===== config.mk =====
export PLATFORM = sky130hd
export DESIGN_NAME = alu_share_arbiter
export DESIGN_NICKNAME = d
export VERILOG_FILES = /design/src/rtl/alu_share_arbiter.sv
export SDC_FILE = /design/constraint.sdc
export NUM_CORES = 1
export LEC_CHECK = 0
export ABC_CLOCK_PERIOD_IN_PS = 3100
export CORE_AREA = 5 5 111 113
export DETAILED_ROUTE_END_ITERATION = 16
export DIE_AREA = 0 0 116 118
export HOLD_SLACK_MARGIN = 0.05
export PLACE_DENSITY = 0.7
export RECOVER_POWER = 100
export SYNTH_ARGS = -nofsm -noshare
export SYNTH_HDL_FRONTEND = slang
export SYNTH_SLANG_ARGS = --single-unit

===== constraint.sdc =====
create_clock -name clk -period 3.1 [get_ports clk]
set_clock_uncertainty 0.05 [all_clocks]
set_input_delay 0.62 -clock clk [delete_from_list [all_inputs] [get_ports clk]]
set_output_delay 0.62 -clock clk [all_outputs]
set_load 0.03 [all_outputs]

===== src/rtl/alu_share_arbiter.sv =====
// Shares one combinational ALU between two issue slots and buffers the result in a one-entry output stage.
// Define ALU_ARB_FIXED_PRIO_EN to make slot 0 always win ties (no round-robin pointer).
module alu_share_arbiter #(
   parameter int TAG_W  = 5,
   parameter int WORD_W = 32
) (
   input  logic              clk,
   input  logic              reset,
   // Handshake (both sides): a transfer happens on a rising edge where valid and ready are both 1;
   // a requester holds valid, operands and tag stable until ready and may withdraw while not accepted.
   input  logic              req0_valid,
   output logic              req0_ready,
   input  logic [WORD_W-1:0] req0_data_1,
   input  logic [WORD_W-1:0] req0_data_2,
   input  logic [3:0]        req0_control,
   input  logic [TAG_W-1:0]  req0_tag,
   input  logic              req1_valid,
   output logic              req1_ready,
   input  logic [WORD_W-1:0] req1_data_1,
   input  logic [WORD_W-1:0] req1_data_2,
   input  logic [3:0]        req1_control,
   input  logic [TAG_W-1:0]  req1_tag,
   output logic [WORD_W-1:0] alu_data_1,
   output logic [WORD_W-1:0] alu_data_2,
   output logic [3:0]        alu_control,
   input  logic [WORD_W-1:0] alu_result,
   input  logic              alu_flag,
   output logic              out_valid,
   input  logic              out_ready,
   output logic [WORD_W-1:0] out_result,
   output logic              out_zero,
   output logic              out_slot,
   output logic [TAG_W-1:0]  out_tag,
   output logic              debug_state,
   output logic              debug_rr
);

   typedef enum logic {
      EMPTY = 1'b0,
      FULL  = 1'b1
   } buf_state_t;

   buf_state_t        state;
   buf_state_t        state_next;
   logic              rr;
   logic              can_issue;
   logic              win_valid;
   logic              win_slot;
   logic              grant;
   logic [WORD_W-1:0] res_q;
   logic              zero_q;
   logic              slot_q;
   logic [TAG_W-1:0]  tag_q;

`ifdef ALU_ARB_FIXED_PRIO_EN
   assign rr = 1'b0;
`else
   // The pointer moves only on an accept, always to the slot that did not just win.
   always_ff @(posedge clk) begin
      if (reset) begin
         rr <= 1'b0;
      end else if (grant) begin
         rr <= ~win_slot;
      end
   end
`endif

   always_comb begin
      win_valid = req0_valid | req1_valid;
      win_slot  = 1'b0;
      if (req0_valid && req1_valid) begin
         win_slot = rr;
      end else if (req1_valid) begin
         win_slot = 1'b1;
      end
   end

   always_comb begin
      state_next = state;
      can_issue  = 1'b0;
      case (state)
         EMPTY:   can_issue = 1'b1;
         FULL:    can_issue = out_ready;
         default: can_issue = 1'b0;
      endcase
      if (reset) begin
         can_issue = 1'b0;
      end
      grant = can_issue & win_valid;
      if (grant) begin
         state_next = FULL;
      end else if ((state == FULL) && out_ready) begin
         state_next = EMPTY;
      end
   end

   always_comb begin
      req0_ready  = grant & ~win_slot;
      req1_ready  = grant & win_slot;
      alu_data_1  = '0;
      alu_data_2  = '0;
      alu_control = 4'd0;
      if (grant) begin
         if (win_slot) begin
            alu_data_1  = req1_data_1;
            alu_data_2  = req1_data_2;
            alu_control = req1_control;
         end else begin
            alu_data_1  = req0_data_1;
            alu_data_2  = req0_data_2;
            alu_control = req0_control;
         end
      end
   end

   always_ff @(posedge clk) begin
      if (reset) begin
         state <= EMPTY;
      end else begin
         state <= state_next;
      end
   end

   // Data fields load only on accept; a plain drain leaves the last values visible.
   always_ff @(posedge clk) begin
      if (reset) begin
         res_q  <= '0;
         zero_q <= 1'b0;
         slot_q <= 1'b0;
         tag_q  <= '0;
      end else if (grant) begin
         res_q  <= alu_result;
         zero_q <= alu_flag;
         slot_q <= win_slot;
         tag_q  <= win_slot ? req1_tag : req0_tag;
      end
   end

   assign out_valid   = (state == FULL);
   assign out_result  = res_q;
   assign out_zero    = zero_q;
   assign out_slot    = slot_q;
   assign out_tag     = tag_q;
   assign debug_state = state;
   assign debug_rr    = rr;

endmodule


---- After elaboration in Yosys (flattened, before gate mapping) ----
Cells that the tools add are included.
operators by class
  muxes and demuxes ....................... 13
  bitwise operators ....................... 6
  reduce and logical (&&, ||, !) cells .... 3
operators by type and width
  cell                                   count
  32-bit two-way mux                     4
  4-bit two-way mux                      2
  1-bit two-way mux                      5
  5-bit two-way mux                      1
  1-bit AND                              3
  1-bit logical AND                      2
  1-bit inverter                         2
  1-bit one-hot mux with 2 select lines  1
  2-bit nonzero test                     1
  1-bit bitwise OR                       1
word-level totals
  register bits ........................... 41
  input port bits ......................... 184
  output and inout bits ................... 112

---- Depth between registers and ports, before layout ----
Gate-level depths: netlist of run 1.
  depth after elaboration ................. 5
  gate-level depth with buffers ........... 5
  gate-level depth less buffers ........... 3

---- Least setup slack after synthesis of run 1 ----
No wires, ideal clock.
  kind .................................... input -> output
  start point ............................. input port req0_valid
  end point ............................... output port alu_data_1[23]
  data arrival time ....................... 1.982 ns
  required time ........................... 2.430 ns
  path slack .............................. 0.448 ns
  stages on the path ...................... 4
  buffers on the path ..................... 1
  cells stage by stage .................... a21bo_2 -> nor3_4 -> clkbuf_1 -> a22o_1
between the ends
  word-level cells in the longest chain between the ends .. 4
  elaborated cells on any way between the ends .. 6
  classes of those cells .................. mux: 3; bitwise: 2; reduce/logical: 1
RTL lines
  what                  RTL line  RTL
  from (decl)           11        input logic req0_valid,
  1-bit logical AND     71        if (req0_valid && req1_valid) begin
  1-bit two-way mux     71
  32-bit two-way mux    104       if (win_slot) begin
  32-bit two-way mux *  103       if (grant) begin
  to (decl)             23        output logic [WORD_W-1:0] alu_data_1,
Mark *: on every way between the ends. The rest lies on a longest branch, timed or not.

---- Worst setup path after layout of run 1 ----
  start point ............................. input port req1_valid
  end point ............................... output port alu_data_1[10]
between the ends
  word-level cells in the longest chain between the ends .. 4
  elaborated cells on any way between the ends .. 7
  classes of those cells .................. mux: 4; bitwise: 2; reduce/logical: 1
RTL lines
  what                                                    RTL line  RTL
  from (decl)                                             17        input logic req1_valid,
  1-bit two-way mux or 1-bit logical AND (tied branches)  73, 71
  1-bit two-way mux                                       71
  32-bit two-way mux                                      104
  32-bit two-way mux *                                    103
Marked as above.

==> impl_results.md, run 1 <==
- Antenna violation net count after detailed routing: 0
- P_leak: 2.33 nW
- Final hold violation count: 0
- Outcome: finished, final reports clean
- WL per Instance: 19.2 um
- Via-per-instance ratio: 4.61
- Yosys reg bits: 41
- Area contributors post-synth: dfxtp_1 33%, a22o_1 24%, mux2_4 17%
- Final setup viols: 0
- Initial antenna violation count: 1
- Critical path type: in2out
- Crit-path max FO: 70
- CTS tree: done
- Ys Warns: 0
- Detailed placement HPWL: 10.7 mm
- Vias in the first global route: 3146
- Post-CTS Resized: 0
- I/O pins: 296
- Largest net degree at the start of global routing: 71
- # Post-CTS Setup Buffers: 0
- Worst-Margin Slew: 703 ps
- Synth top area share: 0.330
- Root buffer cell: clkbuf_16
- Layout cells sized above 1: 0.181
- Ant. Diodes: 0
- Worst rel slew slack: 0.532
- IO buf count: 295
- Core area: 0.0112 mm2
- GRT Overall Usage: 0.172
- Core Rows: 39
- Max-cap violations: 0
- Routed vias: 3044
- RSZ-0062 raised after global routing: no
- Post-synth top area cell: dfxtp_1
- Sequential fraction of the synthesis area: 0.330
- Setup TNS: 0 ps
- Power per cell area: 369 mW/mm2
- Area Overhead vs Synth: 116%
- Initial Utilization: 0.221
- Hold-fix buffers at CTS: 0
- F_max: 329 MHz
- DRT Wirelength: 12.7 mm
- Clock Tree Buf Depth: 2
- Worst-path clk slew: 60 ps
- Die H: 118 um
- Most common cell after layout, fill and taps aside: clkdlybuf4s50_1
- Critical Path Start Type: primary input
- Syn Std Cell Area: 0.00248 mm2
- Mapped Cells: 234
- VDD IR max: 0.246 mV
- Most frequent cells in the layout: 182 x clkdlybuf4s50_1, 68 x a22o_1, 42 x dlygate4sd3_1
- GPL Wtd Cong: 0.896
- 1st-iter DRT viols: 147
- Final period util: 0.980
- H-tree levels: 2
- Synth cell types: 25
- Clk_lat worst skew: 270 ps
- Drt first pass iters: 4
- Syn_nets: 418
- WP data required: 2430 ps
- Seq. cell area: 821 um2
- Final Slew Violations: 0
- Overflow after GRT: 0
- Avg Cell Area, Syn: 10.6 um2
- Fill cells: 1100
- Fin nets: 701
- Post-Route Utilization: 0.478
- Final critical-path required period: 3040 ps
- Critical path arrival: 2370 ps
- CTS sink cnt: 41
- Multi-input logic area: 0.00141 mm2
- Die Wd: 116 um
- Hold crit path type: reg2reg
- # DRC: 0
- Global-route wire length before repair: 18.4 mm
- DIE AREA: 0.0137 mm2
- CTS Buf Count: 5
- Critical Path Sink Type: output pin
==> stage by stage <==
stage               hold WS, ps  cell area (um2)  setup WS [ps]  power, W  instances
floorplan                   529             2480            448   0.00106        234
global placement            403             5430            141   0.00153        653
detailed placement          410             5430           79.6   0.00154        653
CTS                         419             5580           80.4   0.00208        661
global route                430             5370           1.41   0.00207        661
finish                      412             5370           60.5   0.00198        661
==> logic make-up (layout without fill, tap and decap cells) <==
logic type,Yosys count,in the layout,share of synthesized area
compound gates,77,77,0.262
mux,33,33,0.192
buf+inv,27,311,0.0625
flops,41,41,0.330
simple gates,56,56,0.153
==> report_power, final <==
group	leakage, nW	internal, W	total, W	switching, W
clock network	0.0768	0.000321	0.000538	0.000218
logic	1.91	0.000433	0.000846	0.000413
registers	0.341	0.000577	0.000600	0.0000226
total	2.33	0.00133	0.00198	0.000654
==> layer usage <==
layer	routed length, um	share of wire	GRT usage	vias up
li1	-	-	-	1455
met1	4690	0.37	0.190	1411
met2	6490	0.51	0.311	160
met3	1320	0.10	0.0622	16
met4	190	0.015	0.0341	2
met5	13	0.0010	0	-
==> registers in the layout, indices dropped and copies added, names as in the netlist <==
signal and count:
out_result 32, out_zero 1, debug_rr 1, out_slot 1, debug_state 1, out_tag 5
==> layout make-up <==
type / instances / share of cell area
clock buffers: 6 / 0.0259
clock inverters: 2 / 0.00256
inverters: 2 / 0.00140
multi-input cells: 166 / 0.263
flip-flops and latches: 41 / 0.153
well taps: 143 / 0.0333
repair buffers: 301 / 0.521
==> final timing paths <==
path                            startpoint                           to  slack, ps  depth (start not counted)
setup / recovery                req1_valid               alu_data_1[10]         60                          6
setup reg to reg  debug_state$_SDFFE_PP0P_  out_result[17]$_SDFFE_PP0P_        910                          4
hold / removal       out_slot$_SDFFE_PP0P_        out_slot$_SDFFE_PP0P_        410                          2
hold reg to reg      out_slot$_SDFFE_PP0P_        out_slot$_SDFFE_PP0P_        410                          2
==> Yosys cell counts <==
| master | count |
|---|---|
| mux2_2 | 5 |
| inv_1 | 2 |
| nand2b_1 | 1 |
| mux2_4 | 28 |
| a21oi_1 | 6 |
| a22o_1 | 68 |
| nor2b_1 | 34 |
| clkbuf_1 | 11 |
| or3_1 | 1 |
| or2_2 | 1 |
| buf_6 | 2 |
| buf_4 | 2 |
| nor3_1 | 5 |
| nor2_1 | 1 |
| buf_1 | 1 |
| buf_2 | 7 |
| nor4_1 | 5 |
| nor4b_2 | 1 |
| nor3_4 | 1 |
| buf_8 | 2 |
| a211oi_1 | 2 |
| nor2b_4 | 1 |
| dfxtp_1 | 41 |
| nor4b_1 | 5 |
| a21bo_2 | 1 |
==> worst max-delay path: stages <==
cell and delay, ps:
clkdlybuf4s50_1 520, a21bo_2 320, nor3_4 140, clkbuf_16 300
a22o_1 230, buf_4 170
No activity file was read; power rests on OpenSTA's default activity.
==> inputs of run 2 (changes only) <==
--- a/config.mk
+++ b/config.mk
@@ -5,12 +5,13 @@
 export SDC_FILE = /design/constraint.sdc
 export NUM_CORES = 1
 export LEC_CHECK = 0
+export ABC_AREA = 1
 export ABC_CLOCK_PERIOD_IN_PS = 3100
-export CORE_AREA = 5 5 111 113
+export CORE_AREA = 5 5 113 115
 export DETAILED_ROUTE_END_ITERATION = 16
-export DIE_AREA = 0 0 116 118
+export DIE_AREA = 0 0 118 120
 export HOLD_SLACK_MARGIN = 0.05
-export PLACE_DENSITY = 0.7
+export PLACE_DENSITY = 0.66
 export RECOVER_POWER = 100
 export SYNTH_ARGS = -nofsm -noshare
 export SYNTH_HDL_FRONTEND = slang
==> impl_results.md, run 2 <==
- Outcome: finished, final reports clean (unchanged)
- Syn Std Cell Area: 0.00235 mm2 (was 0.00248 mm2)
- Final setup viols: 0 (unchanged)
- Simple-Gate Fraction of Synth Area: 0.570 (was 0.153)
- Worst rel slew slack: 0.714 (was 0.532)
- Synth Flop Type: dfxtp_1 (unchanged)
- Area contributors post-synth: nand2_1 47%, dfxtp_1 35%, nand3_1 8.1% (was dfxtp_1 33%, a22o_1 24%, mux2_4 17%)
- Final Slew Violations: 0 (unchanged)
- Core Rows: 40 (was 39)
- Critical Path Sink Type: output pin (unchanged)
- Hold-fix buffers at CTS: 0 (unchanged)
- Overflow after GRT: 0 (unchanged)
- Worst-path clk slew: 60 ps (about the same)
- Largest net degree at the start of global routing: 69 (was 71)
- VDD IR max: 0.363 mV (was 0.246 mV)
- CTS tree: done (unchanged)
- Mapped Cells: 421 (was 234)
- Sequential fraction of the synthesis area: 0.349 (was 0.330)
- WL per Instance: 15.6 um (was 19.2 um)
- Crit-path max FO: 34 (was 70)
- Area Overhead vs Synth: 139% (was 116%)
- CTS sink cnt: 41 (unchanged)
- DIE AREA: 0.0142 mm2 (was 0.0137 mm2)
- Power Total: 0.00209 W (was 0.00198 W)
- WP data required: 2430 ps (about the same)
- Clk_lat worst skew: 270 ps (about the same)
- Via-per-instance ratio: 4.23 (was 4.61)
- Layout cells sized above 1: 0.131 (was 0.181)
- Critical path arrival: 2320 ps (was 2370 ps)
- Avg Cell Area, Syn: 5.58 um2 (was 10.6 um2)
- Post-synth top area cell: nand2_1 (was dfxtp_1)
- # DRC: 0 (unchanged)
- Worst-Margin Slew: 427 ps (was 703 ps)
- XOR/XNOR Fraction of Synth Area: 0 (unchanged)
- 1st-iter DRT viols: 195 (was 147)
- Most frequent cells in the layout: 296 x nand2_1, 225 x clkdlybuf4s50_1, 67 x buf_4 (was 182 x clkdlybuf4s50_1, 68 x a22o_1, 42 x dlygate4sd3_1)
- Global-route wire length before repair: 19.6 mm (was 18.4 mm)
- Post-synth EDFFs: 0 (unchanged)
- Syn_nets: 605 (was 418)
- Most common cell in the synthesized netlist: nand2_1 (was a22o_1)
- Final Cell Area: 0.00563 mm2 (was 0.00537 mm2)
- IO buf count: 295 (unchanged)
- Max-cap violations: 0 (unchanged)
- Power per cell area: 371 mW/mm2 (was 369 mW/mm2)
- Core area: 0.0117 mm2 (was 0.0112 mm2)
- H-tree levels: 2 (unchanged)
- Root buffer cell: clkbuf_16 (unchanged)
- Post-synth top cells: 297 x nand2_1, 41 x dfxtp_1, 38 x nand3_1 (was 68 x a22o_1, 41 x dfxtp_1, 34 x nor2b_1)
- Final hold violation count: 0 (unchanged)
- Final critical-path required period: 2990 ps (was 3040 ps)
- Placed cell areas: 0.00542 mm2 (was 0.00543 mm2)
- Pre-CTS WS: 79.0 ps (was 79.6 ps)
- Yosys reg bits: 41 (unchanged)
- CTS Buf Count: 5 (unchanged)
- Synth Area in Compound Gates: 0.0149 (was 0.262)
- RSZ-0062 raised after global routing: yes (was no)
- Drt first pass iters: 4 (unchanged)
- GRT Overall Usage: 0.171 (was 0.172)
- Die Wd: 118 um (was 116 um)
- Fin worst setup slack: 109 ps (was 60.5 ps)
- Post-Synth Adder-Cell Area: 0 (unchanged)
- Vias in the first global route: 3491 (was 3146)
- Initial antenna violation count: 4 (was 1)
- Largest family of logic cells by synthesized area: simple AND/OR/NAND/NOR gates (was compound AO/OA/AOI/OAI gates)
- F_max: 334 MHz (was 329 MHz)
- Post-CTS Resized: 0 (unchanged)
- Critical Path Start Type: primary input (unchanged)
- Ys Warns: 0 (unchanged)
- Hold crit path type: reg2reg (unchanged)
- P_leak: 2.72 nW (was 2.33 nW)
- Die H: 120 um (was 118 um)
- Fin nets: 891 (was 701)
- Critical path type: in2out (unchanged)
- Max reg flops: 32 (unchanged)
- Initial Utilization: 0.201 (was 0.221)
- Synth cell types: 13 (was 25)
- Most common cell after layout, fill and taps aside: nand2_1 (was clkdlybuf4s50_1)
- Routed vias: 3623 (was 3044)
- DRT Wirelength: 13.4 mm (was 12.7 mm)
- Final period util: 0.965 (was 0.980)
- Synth top area share: 0.474 (was 0.330)
- Cell count after placement: 846 (was 653)
- # Post-CTS Setup Buffers: 0 (unchanged)
- GPL Wtd Cong: 0.860 (was 0.896)
- Post-route insts no fill: 857 (was 661)
- Async set-or-reset flop fraction in the synthesized netlist: 0 (unchanged)
- Detailed placement HPWL: 10.9 mm (was 10.7 mm)
- Antenna violation net count after detailed routing: 0 (unchanged)
- Clock Tree Buf Depth: 2 (unchanged)
- I/O pins: 296 (unchanged)
- Post-Route Utilization: 0.481 (was 0.478)
- Mux contribution to synthesized area: 0 (was 0.192)
-- run 2: kinds of logic (layout without fill, tap and decap cells) --
family	Yosys count	count (layout)
AND/OR/NAND/NOR	341	341
flip-flops	41	41
buffers and inverters	32	319
AO/OA/AOI/OAI	7	7
other	0	2
-- run 2: per-layer routing --
metal	global-route usage	routed length (um)
met1	0.192	5180
met3	0.0683	1350
met5	0	29
met2	0.300	6590
met4	0.0416	234
-- run 2: area by class of cell --
type,instances,area [um2]
well taps,147,184
flip-flops and latches,41,821
clock inverters,2,37.5
fillers,1184,6080
diodes,2,5.00
inverters,5,18.8
multi-input cells,348,1380
repair buffers,306,3040
clock buffers,6,139
-- run 2: critical path: stages --
cell	delay [ps]
clkdlybuf4s50_1	520
nor2_1	90
nor2_1	120
nand2_2	120
nor2_4	200
buf_12	230
nand2_1	130
nand2_1	140
buf_12	130
-- run 2: final timing paths --
path / startpoint / to / slack (ps) / depth (start not counted)
worst min-delay path: out_result[10]$_SDFFE_PP0P_ / out_result[10]$_SDFFE_PP0P_ / 410 / 2
worst min register to register: out_result[10]$_SDFFE_PP0P_ / out_result[10]$_SDFFE_PP0P_ / 410 / 2
worst max register to register: debug_state$_SDFFE_PP0P_ / out_result[26]$_SDFFE_PP0P_ / 1270 / 7
worst max-delay path: req1_valid / alu_data_2[15] / 110 / 9
-- run 2: metrics by stage --
| stage | setup TNS [ps] | hold slack (ps) |
|---|---|---|
| final | 0 | 412 |
| after floorplan | 0 | 545 |
| after global routing | -5.58 | 433 |
| after global placement | 0 | 401 |
| after detailed placement | 0 | 407 |
| after CTS | 0 | 416 |
-- run 2: power breakdown --
group | internal (W) | leakage [nW] | switching [W]
Clock | 0.000402 | 0.0831 | 0.000208
Combinational | 0.000438 | 2.29 | 0.000445
Sequential | 0.000572 | 0.340 | 0.0000245
==> inputs of run 3 (changes only) <==
--- a/config.mk
+++ b/config.mk
@@ -6,7 +6,7 @@
 export NUM_CORES = 1
 export LEC_CHECK = 0
 export ABC_AREA = 1
-export ABC_CLOCK_PERIOD_IN_PS = 3100
+export ABC_CLOCK_PERIOD_IN_PS = 3700
 export CORE_AREA = 5 5 113 115
 export DETAILED_ROUTE_END_ITERATION = 16
 export DIE_AREA = 0 0 118 120
==> constraint.sdc (replaced) <==
create_clock -name clk -period 3.7 [get_ports clk]
set_clock_uncertainty 0.05 [all_clocks]
set_input_delay 0.74 -clock clk [delete_from_list [all_inputs] [get_ports clk]]
set_output_delay 0.74 -clock clk [all_outputs]
set_load 0.03 [all_outputs]
==> impl_results.md, run 3 (synthesis gave the netlist of run 2 again) <==
- Outcome: finished, final reports clean (unchanged)
- Worst hold-check slack: 409 ps (was 412 ps)
- Power per cell area: 298 mW/mm2 (was 371 mW/mm2)
- I/O pins: 296 (unchanged)
- Placed cell areas: 0.00540 mm2 (was 0.00542 mm2)
- Cell Int Power: 0.00108 W (was 0.00141 W)
- Crit-path max FO: 66 (was 34)
- Hold-fix buffers at CTS: 0 (unchanged)
- Vias in the first global route: 3466 (was 3491)
- Max reg flops: 32 (unchanged)
- Hold crit path type: reg2reg (unchanged)
- 1st-iter DRT viols: 172 (was 195)
- Overflow after GRT: 0 (unchanged)
- Critical path type: in2out (unchanged)
- Area Overhead vs Synth: 132% (was 139%)
- Final setup viols: 0 (unchanged)
- Most common cell after layout, fill and taps aside: nand2_1 (unchanged)
- Worst-Margin Slew: 822 ps (was 427 ps)
- DIE AREA: 0.0142 mm2 (unchanged)
- WP data required: 2910 ps (was 2430 ps)
- Max-cap violations: 0 (unchanged)
- F_max: 287 MHz
- DRT Wirelength: 13.0 mm (was 13.4 mm)
- Fraction of power consumed by sequential logic: 0.306 (was 0.286)
- Critical path arrival: 2690 ps (was 2320 ps)
- Post-Route Utilization: 0.466 (was 0.481)
- GPL Wtd Cong: 0.830 (was 0.860)
- H-tree levels: 2 (unchanged)
- Initial antenna violation count: 3 (was 4)
- Critical Path Start Type: primary input (unchanged)
- RSZ-0062 raised after global routing: no (was yes)
- WL per Instance: 15.3 um (was 15.6 um)
- Fin nets: 887 (was 891)
- Clock Tree Buf Depth: 2 (unchanged)
- Global-route wire length before repair: 19.3 mm (was 19.6 mm)
- Most frequent cells in the layout: 297 x nand2_1, 182 x clkdlybuf4s50_1, 43 x dlygate4sd3_1 (was 296 x nand2_1, 225 x clkdlybuf4s50_1, 67 x buf_4)
- GRT Overall Usage: 0.170 (was 0.171)
- Via-per-instance ratio: 4.24 (was 4.23)
- Final Slew Violations: 0 (unchanged)
- Initial Utilization: 0.201 (unchanged)
- Root buffer cell: clkbuf_16 (unchanged)
- Worst rel slew slack: 0.452 (was 0.714)
- Core Rows: 40 (unchanged)
- Pre-CTS WS: 339 ps (was 79.0 ps)
- Antenna violation net count after detailed routing: 0 (unchanged)
- Post-CTS Resized: 0 (unchanged)
- Worst-path clk slew: 50 ps (was 60 ps)
- Multi-input logic area: 0.00138 mm2 (about the same)
- Detailed placement HPWL: 10.9 mm (about the same)
- Critical Path Sink Type: output pin (unchanged)
- Die H: 120 um (unchanged)
- Logic pwr share: 0.432 (was 0.422)
- Sw frac: 0.337 (was 0.324)
- Setup TNS: 0 ps (unchanged)
- Share of total power in the clock network: 0.263 (was 0.292)
- Fill cells: 1171 (was 1184)
- Seq. cell area: 821 um2 (unchanged)
- Clk_lat worst skew: 280 ps (was 270 ps)
- Switching power: 0.000549 W (was 0.000677 W)
- CTS Buf Count: 5 (unchanged)
- Final hold violation count: 0 (unchanged)
- CTS sink cnt: 41 (unchanged)
- # Post-CTS Setup Buffers: 0 (unchanged)
- P_leak: 2.74 nW (was 2.72 nW)
- CTS tree: done (unchanged)
- Die Wd: 118 um (unchanged)
- Layout cells sized above 1: 0.119 (was 0.131)
- Final period util: 0.940
- Drt first pass iters: 4 (unchanged)
- Final Cell Area: 0.00545 mm2 (was 0.00563 mm2)
- Final critical-path required period: 3480 ps
- Core area: 0.0117 mm2 (unchanged)
- Fin worst setup slack: 221 ps (was 109 ps)
- # DRC: 0 (unchanged)
- Routed vias: 3608 (was 3623)
- VDD IR max: 0.362 mV (was 0.363 mV)
- IO buf count: 295 (unchanged)
- Largest net degree at the start of global routing: 69 (unchanged)
==> run 3: worst max-delay path: stages <==
cell and delay [ps]:
dlygate4sd3_1 690, nor2_1 110, nor2_1 120, nand2_2 110
nor2_4 150, buf_12 260, nand2_1 80, nand2_1 60
clkbuf_1 300
==> run 3: final cells by class <==
cell class / count / area share
Sequential cell: 41 / 0.150
Timing Repair Buffer: 302 / 0.533
Clock buffer: 7 / 0.0262
Inverter: 5 / 0.00344
Tap cell: 147 / 0.0337
Antenna cell: 1 / 0.000459
Multi-Input combinational cell: 348 / 0.253
==> run 3: metrics by stage <==
step / instances / total power (W)
after floorplan: 421 / 0.000824
after global placement: 843 / 0.00124
after detailed placement: 843 / 0.00125
after CTS: 850 / 0.00168
after global routing: 851 / 0.00171
final: 851 / 0.00163
==> run 3: path summary, 6_finish.rpt <==
path         depth (start not counted)                          end                   startpoint  slack (ps)
min                                  2  out_result[10]$_SDFFE_PP0P_  out_result[10]$_SDFFE_PP0P_         410
min reg2reg                          2  out_result[10]$_SDFFE_PP0P_  out_result[10]$_SDFFE_PP0P_         410
max                                  9               alu_data_2[11]                   req1_valid         220
max reg2reg                          7  out_result[26]$_SDFFE_PP0P_     debug_state$_SDFFE_PP0P_        1450
==> run 3: per-layer routing <==
metal / share of wire / vias to the layer above / global-route usage
met2: 0.50 / 183 / 0.307
met3: 0.11 / 13 / 0.0768
met1: 0.37 / 1567 / 0.181
met5: 0.0016 / - / 0
li1: - / 1841 / -
met4: 0.013 / 4 / 0.0366
==> run 3: power by group through the flow <==
stage	clock [W]	sequential (W)	combinational, W
after floorplan	0	0.000581	0.000243
after global placement	0	0.000506	0.000733
after detailed placement	0	0.000509	0.000737
after CTS	0.000441	0.000500	0.000739
after global routing	0.000456	0.000503	0.000747
final	0.000427	0.000497	0.000702
